<file path="src/rtl/input_conditioner_if.sv">
// Raw PIO inputs and conditioned SoC-facing outputs of the input conditioner.
// master drives the raw buttons/switches and observes the clean levels;
// slave is the conditioner itself.
interface input_conditioner_if #(
  parameter int SW_WIDTH = 8
);
  logic                key_accumulate_n;
  logic                key_reset_n;
  logic [SW_WIDTH-1:0] sw_raw;
  logic                accumulate_export;
  logic                accumulate_pulse;
  logic                reset_1_export;
  logic [SW_WIDTH-1:0] switch_export;

  modport master (
    output key_accumulate_n,
    output key_reset_n,
    output sw_raw,
    input  accumulate_export,
    input  accumulate_pulse,
    input  reset_1_export,
    input  switch_export
  );

  modport slave (
    input  key_accumulate_n,
    input  key_reset_n,
    input  sw_raw,
    output accumulate_export,
    output accumulate_pulse,
    output reset_1_export,
    output switch_export
  );
endinterface

</file>
<file path="src/rtl/input_conditioner.sv">
// Front end for the SoC PIO inputs: two-flop synchronizers, a debounce FSM
// per pushbutton (active-low KEY in, active-high level out) and a shared
// stability counter for the slide-switch word. The accumulate key also
// produces a one-cycle strobe when a press is accepted.
module input_conditioner #(
  parameter int DEBOUNCE_CYCLES = 500000,
  parameter int CNT_W           = 19,
  parameter int SW_WIDTH        = 8
) (
  input logic                clk_clk,
  input logic                reset_reset_n,
  input_conditioner_if.slave io
);

  localparam logic [CNT_W-1:0] CNT_MAX = CNT_W'(DEBOUNCE_CYCLES - 1);
  localparam logic [CNT_W-1:0] CNT_ONE = CNT_W'(1);

  typedef enum logic [1:0] {
    RELEASED,
    PRESS_PEND,
    PRESSED,
    RELEASE_PEND
  } key_state_t;

  // Saturating increment so the switch counter can never wrap.
  function automatic logic [CNT_W-1:0] sat_inc(input logic [CNT_W-1:0] v);
    return (v >= CNT_MAX) ? CNT_MAX : v + CNT_ONE;
  endfunction

  // bit 0 = accumulate key, bit 1 = reset key
  logic [1:0]          key_sync_p0;
  logic [1:0]          key_sync_p1;
  logic [1:0]          pressed;
  logic [1:0]          key_level;
  logic                acc_pulse_q;

  logic [SW_WIDTH-1:0] sw_sync_p0;
  logic [SW_WIDTH-1:0] sw_sync_p1;
  logic [SW_WIDTH-1:0] sw_prev_p2;
  logic [SW_WIDTH-1:0] sw_out_q;
  logic [CNT_W-1:0]    scnt_q;
  logic [CNT_W-1:0]    scnt_d;

  // Two-flop synchronizers; keys idle released (1), switches idle at 0.
  always_ff @(posedge clk_clk or negedge reset_reset_n) begin
    if (!reset_reset_n) begin
      key_sync_p0 <= '1;
      key_sync_p1 <= '1;
      sw_sync_p0  <= '0;
      sw_sync_p1  <= '0;
    end else begin
      key_sync_p0 <= {io.key_reset_n, io.key_accumulate_n};
      key_sync_p1 <= key_sync_p0;
      sw_sync_p0  <= io.sw_raw;
      sw_sync_p1  <= sw_sync_p0;
    end
  end

  assign pressed = ~key_sync_p1;

  for (genvar k = 0; k < 2; k++) begin : g_key
    key_state_t       state_q;
    key_state_t       state_d;
    logic [CNT_W-1:0] cnt_q;
    logic [CNT_W-1:0] cnt_d;
    logic             level_q;

    // Debounce next-state: a change is accepted only after an unbroken run of samples.
    always_comb begin
      state_d = state_q;
      cnt_d   = cnt_q;
      case (state_q)
        RELEASED: begin
          if (pressed[k]) begin
            state_d = PRESS_PEND;
            cnt_d   = CNT_ONE;
          end else begin
            cnt_d = '0;
          end
        end
        PRESS_PEND: begin
          if (!pressed[k]) begin
            state_d = RELEASED;
            cnt_d   = '0;
          end else if (cnt_q == CNT_MAX) begin
            state_d = PRESSED;
            cnt_d   = '0;
          end else begin
            cnt_d = cnt_q + CNT_ONE;
          end
        end
        PRESSED: begin
          if (!pressed[k]) begin
            state_d = RELEASE_PEND;
            cnt_d   = CNT_ONE;
          end else begin
            cnt_d = '0;
          end
        end
        RELEASE_PEND: begin
          if (pressed[k]) begin
            state_d = PRESSED;
            cnt_d   = '0;
          end else if (cnt_q == CNT_MAX) begin
            state_d = RELEASED;
            cnt_d   = '0;
          end else begin
            cnt_d = cnt_q + CNT_ONE;
          end
        end
        default: begin
          state_d = RELEASED;
          cnt_d   = '0;
        end
      endcase
    end

    // State, counter and registered level (high while PRESSED or RELEASE_PEND).
    always_ff @(posedge clk_clk or negedge reset_reset_n) begin
      if (!reset_reset_n) begin
        state_q <= RELEASED;
        cnt_q   <= '0;
        level_q <= 1'b0;
      end else begin
        state_q <= state_d;
        cnt_q   <= cnt_d;
        level_q <= (state_d == PRESSED) || (state_d == RELEASE_PEND);
      end
    end

    assign key_level[k] = level_q;

    if (k == 0) begin : g_pulse
      // Strobe only on the accepting PRESS_PEND -> PRESSED step, aligned with the level rise.
      always_ff @(posedge clk_clk or negedge reset_reset_n) begin
        if (!reset_reset_n) begin
          acc_pulse_q <= 1'b0;
        end else begin
          acc_pulse_q <= (state_q == PRESS_PEND) && (state_d == PRESSED);
        end
      end
    end
  end

  // Any difference from the previous synced word restarts the stability count.
  always_comb begin
    scnt_d = sat_inc(scnt_q);
    if (sw_sync_p1 != sw_prev_p2) begin
      scnt_d = '0;
    end
  end

  // Previous word, stability counter, and whole-word update once stable.
  always_ff @(posedge clk_clk or negedge reset_reset_n) begin
    if (!reset_reset_n) begin
      sw_prev_p2 <= '0;
      scnt_q     <= '0;
      sw_out_q   <= '0;
    end else begin
      sw_prev_p2 <= sw_sync_p1;
      scnt_q     <= scnt_d;
      if (scnt_d == CNT_MAX) begin
        sw_out_q <= sw_sync_p1;
      end
    end
  end

  assign io.accumulate_export = key_level[0];
  assign io.reset_1_export    = key_level[1];
  assign io.accumulate_pulse  = acc_pulse_q;
  assign io.switch_export     = sw_out_q;

endmodule
</file>
<file path="src/flat_wrapper.sv">
// flat-port wrapper written by rule: the top's interface ports become plain ports
module input_conditioner_flat 
#(
  parameter int DEBOUNCE_CYCLES = 500000,
  parameter int CNT_W           = 19,
  parameter int SW_WIDTH        = 8
)
  (clk_clk, reset_reset_n, io_key_accumulate_n, io_key_reset_n, io_sw_raw, io_accumulate_export, io_accumulate_pulse, io_reset_1_export, io_switch_export);
  input_conditioner_if #(.SW_WIDTH(SW_WIDTH)) io_i ();
  input logic clk_clk;
  input logic reset_reset_n;
  input wire logic [$bits(io_i.key_accumulate_n)-1:0] io_key_accumulate_n;
  input wire logic [$bits(io_i.key_reset_n)-1:0] io_key_reset_n;
  input wire logic [$bits(io_i.sw_raw)-1:0] io_sw_raw;
  output wire logic [$bits(io_i.accumulate_export)-1:0] io_accumulate_export;
  output wire logic [$bits(io_i.accumulate_pulse)-1:0] io_accumulate_pulse;
  output wire logic [$bits(io_i.reset_1_export)-1:0] io_reset_1_export;
  output wire logic [$bits(io_i.switch_export)-1:0] io_switch_export;
  assign io_i.key_accumulate_n = io_key_accumulate_n;
  assign io_i.key_reset_n = io_key_reset_n;
  assign io_i.sw_raw = io_sw_raw;
  assign io_accumulate_export = io_i.accumulate_export;
  assign io_accumulate_pulse = io_i.accumulate_pulse;
  assign io_reset_1_export = io_i.reset_1_export;
  assign io_switch_export = io_i.switch_export;
  input_conditioner #(.DEBOUNCE_CYCLES(DEBOUNCE_CYCLES), .CNT_W(CNT_W), .SW_WIDTH(SW_WIDTH)) u_core (.clk_clk(clk_clk), .reset_reset_n(reset_reset_n), .io(io_i));
endmodule
</file>
<file path="config.mk">
export PLATFORM = sky130hd
export DESIGN_NAME = input_conditioner_flat
export DESIGN_NICKNAME = d
export VERILOG_FILES = /design/src/rtl/input_conditioner_if.sv /design/src/rtl/input_conditioner.sv /design/src/flat_wrapper.sv
export SDC_FILE = /design/constraint.sdc
export NUM_CORES = 1
export LEC_CHECK = 0
export ABC_AREA = 0
export BUFFER_PORTS_ARGS = -buffer_cell sky130_fd_sc_hd__buf_2
export CORE_MARGIN = 1
export CORE_UTILIZATION = 30
export CTS_CLUSTER_SIZE = 40
export DETAILED_ROUTE_END_ITERATION = 6
export HOLD_SLACK_MARGIN = 0.15
export PLACE_DENSITY = 0.55
export SLEW_MARGIN = 20
export SYNTH_ARGS = -nofsm -noshare
export SYNTH_HDL_FRONTEND = slang
export SYNTH_SLANG_ARGS = --single-unit
export TNS_END_PERCENT = 30
</file>
<file path="constraint.sdc">
create_clock -name clk_clk -period 8 [get_ports clk_clk]
set_input_delay 0.4 -clock clk_clk [delete_from_list [all_inputs] [get_ports clk_clk]]
set_output_delay 0.4 -clock clk_clk [all_outputs]
set_load 0.01 [all_outputs]
</file>
==> summary.md <==
| Metric | Value |
|---|---|
| Clock sinks | `100` |
| H-tree lvl count | `3` |
| Hold Path End | `u_core.sw_sync_p0[1]` |
| Instance count on the critical path | `7` |
| Final Cell Area | `roughly 5000 sq um` |
| Internal power | `just over 0.8 mW` |
| FF-to-FF path depth | `7` |
| Layout area overhead | `15.7%` |
| Diode count | `0` |
| Cell count after synthesis | `between 300 and 400` |
| Async SR Flop Fraction | `100%` |
| TritonRoute pass-1 iters | `4` |
| Largest net degree at the start of global routing | `between 70 and 80` |
| Final hold vios | `0` |
| Final clock skew | `a little over 7 ps` |
| Pwr/cell area | `about 200 nW/um^2` |
| GPL Wtd Cong | `about 0.84` |
| Ports | `23` |
| Leakage | `slightly above 2 nW` |
| Post_cts resized | `0` |
| Clock share of power | `between 40% and 50%` |
| Sequential area share after synthesis | `between 50% and 60%` |
| Post-Syn Area | `roughly 4300 sq um` |
| Final max-slew violation count | `0` |
| Detail Route Antenna Nets | `0` |
| GR Util All Layers | `a little under an eighth` |
| Tcrit/Tclk final | `around 38%` |
| Post-synth EDFFs | `0` |
| Initial antenna violation count | `0` |
| Crit end category | `flop` |
| Initial core utilization | `a little under a third` |
| Aggregate global routing overflow | `0` |
| Syn nets | `approximately 410` |
| Core ar. | `~14,000 sq um` |
| Cells along the critical path | `ha_1, nand4_2, or3_1, a2111oi_0, o2111ai_1, o41ai_4, mux2_2` |
| Final TNS setup | `0 ps` |
| Synth area leaders | `dfrtp_1 (56%), xnor2_1 (5.7%), xor2_1 (5.7%), nor2_1 (5.6%), dfstp_2 (2.4%)` |
| CP Max Fanout | `10` |
| Max Fclk | `~330 MHz` |
| Setup violators final | `0` |
| Top FF cell, synth | `dfrtp_1` |
| Width of the chip | `about 120 um` |
| Final Core Density | `between 30 and 40%` |
| Worst r2r src | `u_core.scnt_q[0]` |
| First-pass GRT wire length | `around 13,000 um` |
| Peak supply drop | `roughly 0.13 mV` |
| Vias in the first global route | `~2,800` |
| Max_cap viols | `0` |
| Fin nets | `between 400 and 500` |
| CP max stage cell | `o41ai_4` |
| # Post-CTS Setup Buffers | `0` |
| CP startpoint kind | `flop` |
| Synth unique cells | `44` |
| Detailed-route via count | `2,796` |
| Post-DP HPWL | `about 5300 um` |
| Unrepaired setup endpoints after global routing | `false` |
| Slew of the pin with the lowest slew margin | `roughly 900 ps` |
| Worst-skew pair later-pin latency | `~340 ps` |
| Port Buf Inserts | `22` |
| Status | `finished clean` |
| Seq pwr share | `approximately half` |
| Die Y | `about 120 um` |
| Crit Reg-Reg Endpoint | `u_core.io.switch_export[5]` |
| Synthesized flop and latch total | `100` |
| Synth warnings | `0` |
| Area share of the largest cell type after synthesis | `a little under three fifths` |
| CP Class | `reg -> reg` |
| DRC viols | `0` |
| Met3 WL post-DR | `about 220 um` |
| Dpl cells | `581` |
| Finished Layout Cells | `603` |
| Drt total wl | `approximately 7700 um` |
| WL met2 | `roughly 3500 um` |
| Biggest area consumer among synthesized cells | `dfrtp_1` |
| Worst-path clk slew | `about 70 ps` |
| M1 wire length | `roughly 3900 um` |
| Critical path data required time | `approximately 8200 ps` |
| Total CTS buffers | `9` |
| Initial DRC count | `about 190` |
| Most common cell in the netlist | `dfrtp_1` |
| Critical Path AT | `roughly 3300 ps` |
| # rows | `between 40 and 50` |
| CTS tree | `done` |
| Max clock buf depth | `2` |
| Internal reg-to-reg setup slack | `4970 ps` |
| Sw Pwr | `approximately 0.21 mW` |
| Wirelength per Cell | `12.7 um` |
| Vias/cell | `around 4.6` |
| Worst path buffer plus inverter count | `0` |
| Post-Syn Area per Cell | `between 10 and 15 sq um` |
| Worst Hold Class | `in -> reg` |
| Die area | `between 10,000 and 15,000 sq um` |
| Fin crit period | `about 3000 ps` |
| Hold Crit Start | `io_sw_raw[1]` |
| Final hold slack | `roughly 160 ps` |
| Share of cells above drive strength 1 | `around 14%` |
| Switching Share | `20.5%` |
| Crit-path max cell delay | `roughly 560 ps` |
| Root buf cell | `clkbuf_16` |
| Combinational share of power | `2.6%` |
| Max Used Layer | `met4` |
| Hold path depth | `1` |
| Placed instance area | `approximately 4600 sq um` |
| CP top delay family | `compound AO/OA/AOI/OAI gates` |
| Synth top cells by count | `dfrtp_1 (96), nor2_1 (65), xnor2_1 (28), xor2_1 (28), nand2_1 (24)` |
| Slew HR | `between 30% and 40%` |
## routing by layer
layer  track usage, %  vias to the layer above
met5                0                        -
met4             3.05                        0
li1                 -                     1407
met2             17.9                       29
met3             3.51                        8
met1             15.4                     1352
## power groups by stage
stage                     sequential [mW]  clock (mW)  combinational (mW)
after floorplan                     0.529           0              0.0100
after global placement              0.530           0              0.0249
after detailed placement            0.531           0              0.0251
after CTS                           0.521       0.484              0.0270
after global routing                0.522       0.504              0.0308
final                               0.521       0.471              0.0260
## what timing repair did
| action | 4_1_cts | 5_1_grt |
|---|---|---|
| setup endpoints to repair | 0 | 0 |
| hold buffers | 5 | 1 |
| endpoints found under the hold margin | 27 | 1 |
## cell families after synthesis
logic type	count (synthesis)	synth area share [%]
compound gates	27	4.77
xor+xnor	56	11.3
fa+ha+maj	3	0.868
buf+inv	18	1.65
flops	100	58.0
mux	12	3.04
simple gates	175	20.3
## flip-flops by register name, indices dropped and copies added (netlist names)
register                     cells
u_core.io.accumulate_pulse       1
u_core.g_key.state_q             4
u_core.sw_sync_p1                8
u_core.io.switch_export          8
u_core.g_key.cnt_q              38
u_core.key_sync_p1               2
u_core.io.reset_1_export         1
u_core.io.accumulate_export      1
u_core.scnt_q                   19
u_core.sw_sync_p0                8
u_core.sw_prev_p2                8
u_core.key_sync_p0               2
## worst max-delay path by stage
stage	start	endpoint
after global routing	u_core.scnt_q[0]	u_core.io.switch_export[5]
after detailed placement	u_core.scnt_q[0]	u_core.io.switch_export[6]
after global placement	u_core.scnt_q[0]	u_core.io.switch_export[3]
final	u_core.scnt_q[0]	u_core.io.switch_export[5]
after CTS	u_core.scnt_q[0]	u_core.io.switch_export[5]
after floorplan	u_core.scnt_q[0]	u_core.io.switch_export[0]
## stage by stage
step           worst slack (ps)  power, mW
3_5_place_dp               4990      0.556
3_3_place_gp               4990      0.555
2_1_floorplan              5290      0.539
5_1_grt                    4680       1.06
4_1_cts                    4970       1.03
6_report                   4970       1.02
## cell usage in the layout, fill, tap and decap left out, types with 3 or more instances in the layout
master / Yosys / routed
or4_1: 4 / 4
ha_1: 3 / 3
a21oi_1: 6 / 6
xnor2_1: 28 / 28
buf_2: 3 / 21
nand3b_1: 3 / 3
o21ai_0: 5 / 5
nand4_1: 12 / 12
and3_1: 4 / 4
nor3_1: 9 / 9
nor2b_1: 4 / 4
or2_2: 3 / 3
nand2_1: 24 / 24
dlygate4sd3_1: 0 / 6
o21a_1: 3 / 3
mux2_2: 9 / 9
clkbuf_16: 0 / 9
nand3_1: 19 / 19
mux2i_1: 3 / 3
and4_1: 5 / 5
nand2b_1: 4 / 4
dfrtp_1: 96 / 96
inv_1: 5 / 5
xor2_1: 28 / 28
and2_1: 5 / 5
dfstp_2: 4 / 4
nor4_1: 6 / 6
nor2_1: 65 / 65
nor4b_1: 3 / 3
## layout make-up
cell class	instances	area, sq um
Clock buffer	11	243
Clock inverter	5	83.8
Fill cell	1393	8980
Inverter	5	18.8
Multi-Input combinational cell	273	1750
Sequential cell	100	2510
Tap cell	180	225
Timing Repair Buffer	29	180
Note: power is estimated with default switching activity, not from simulation.
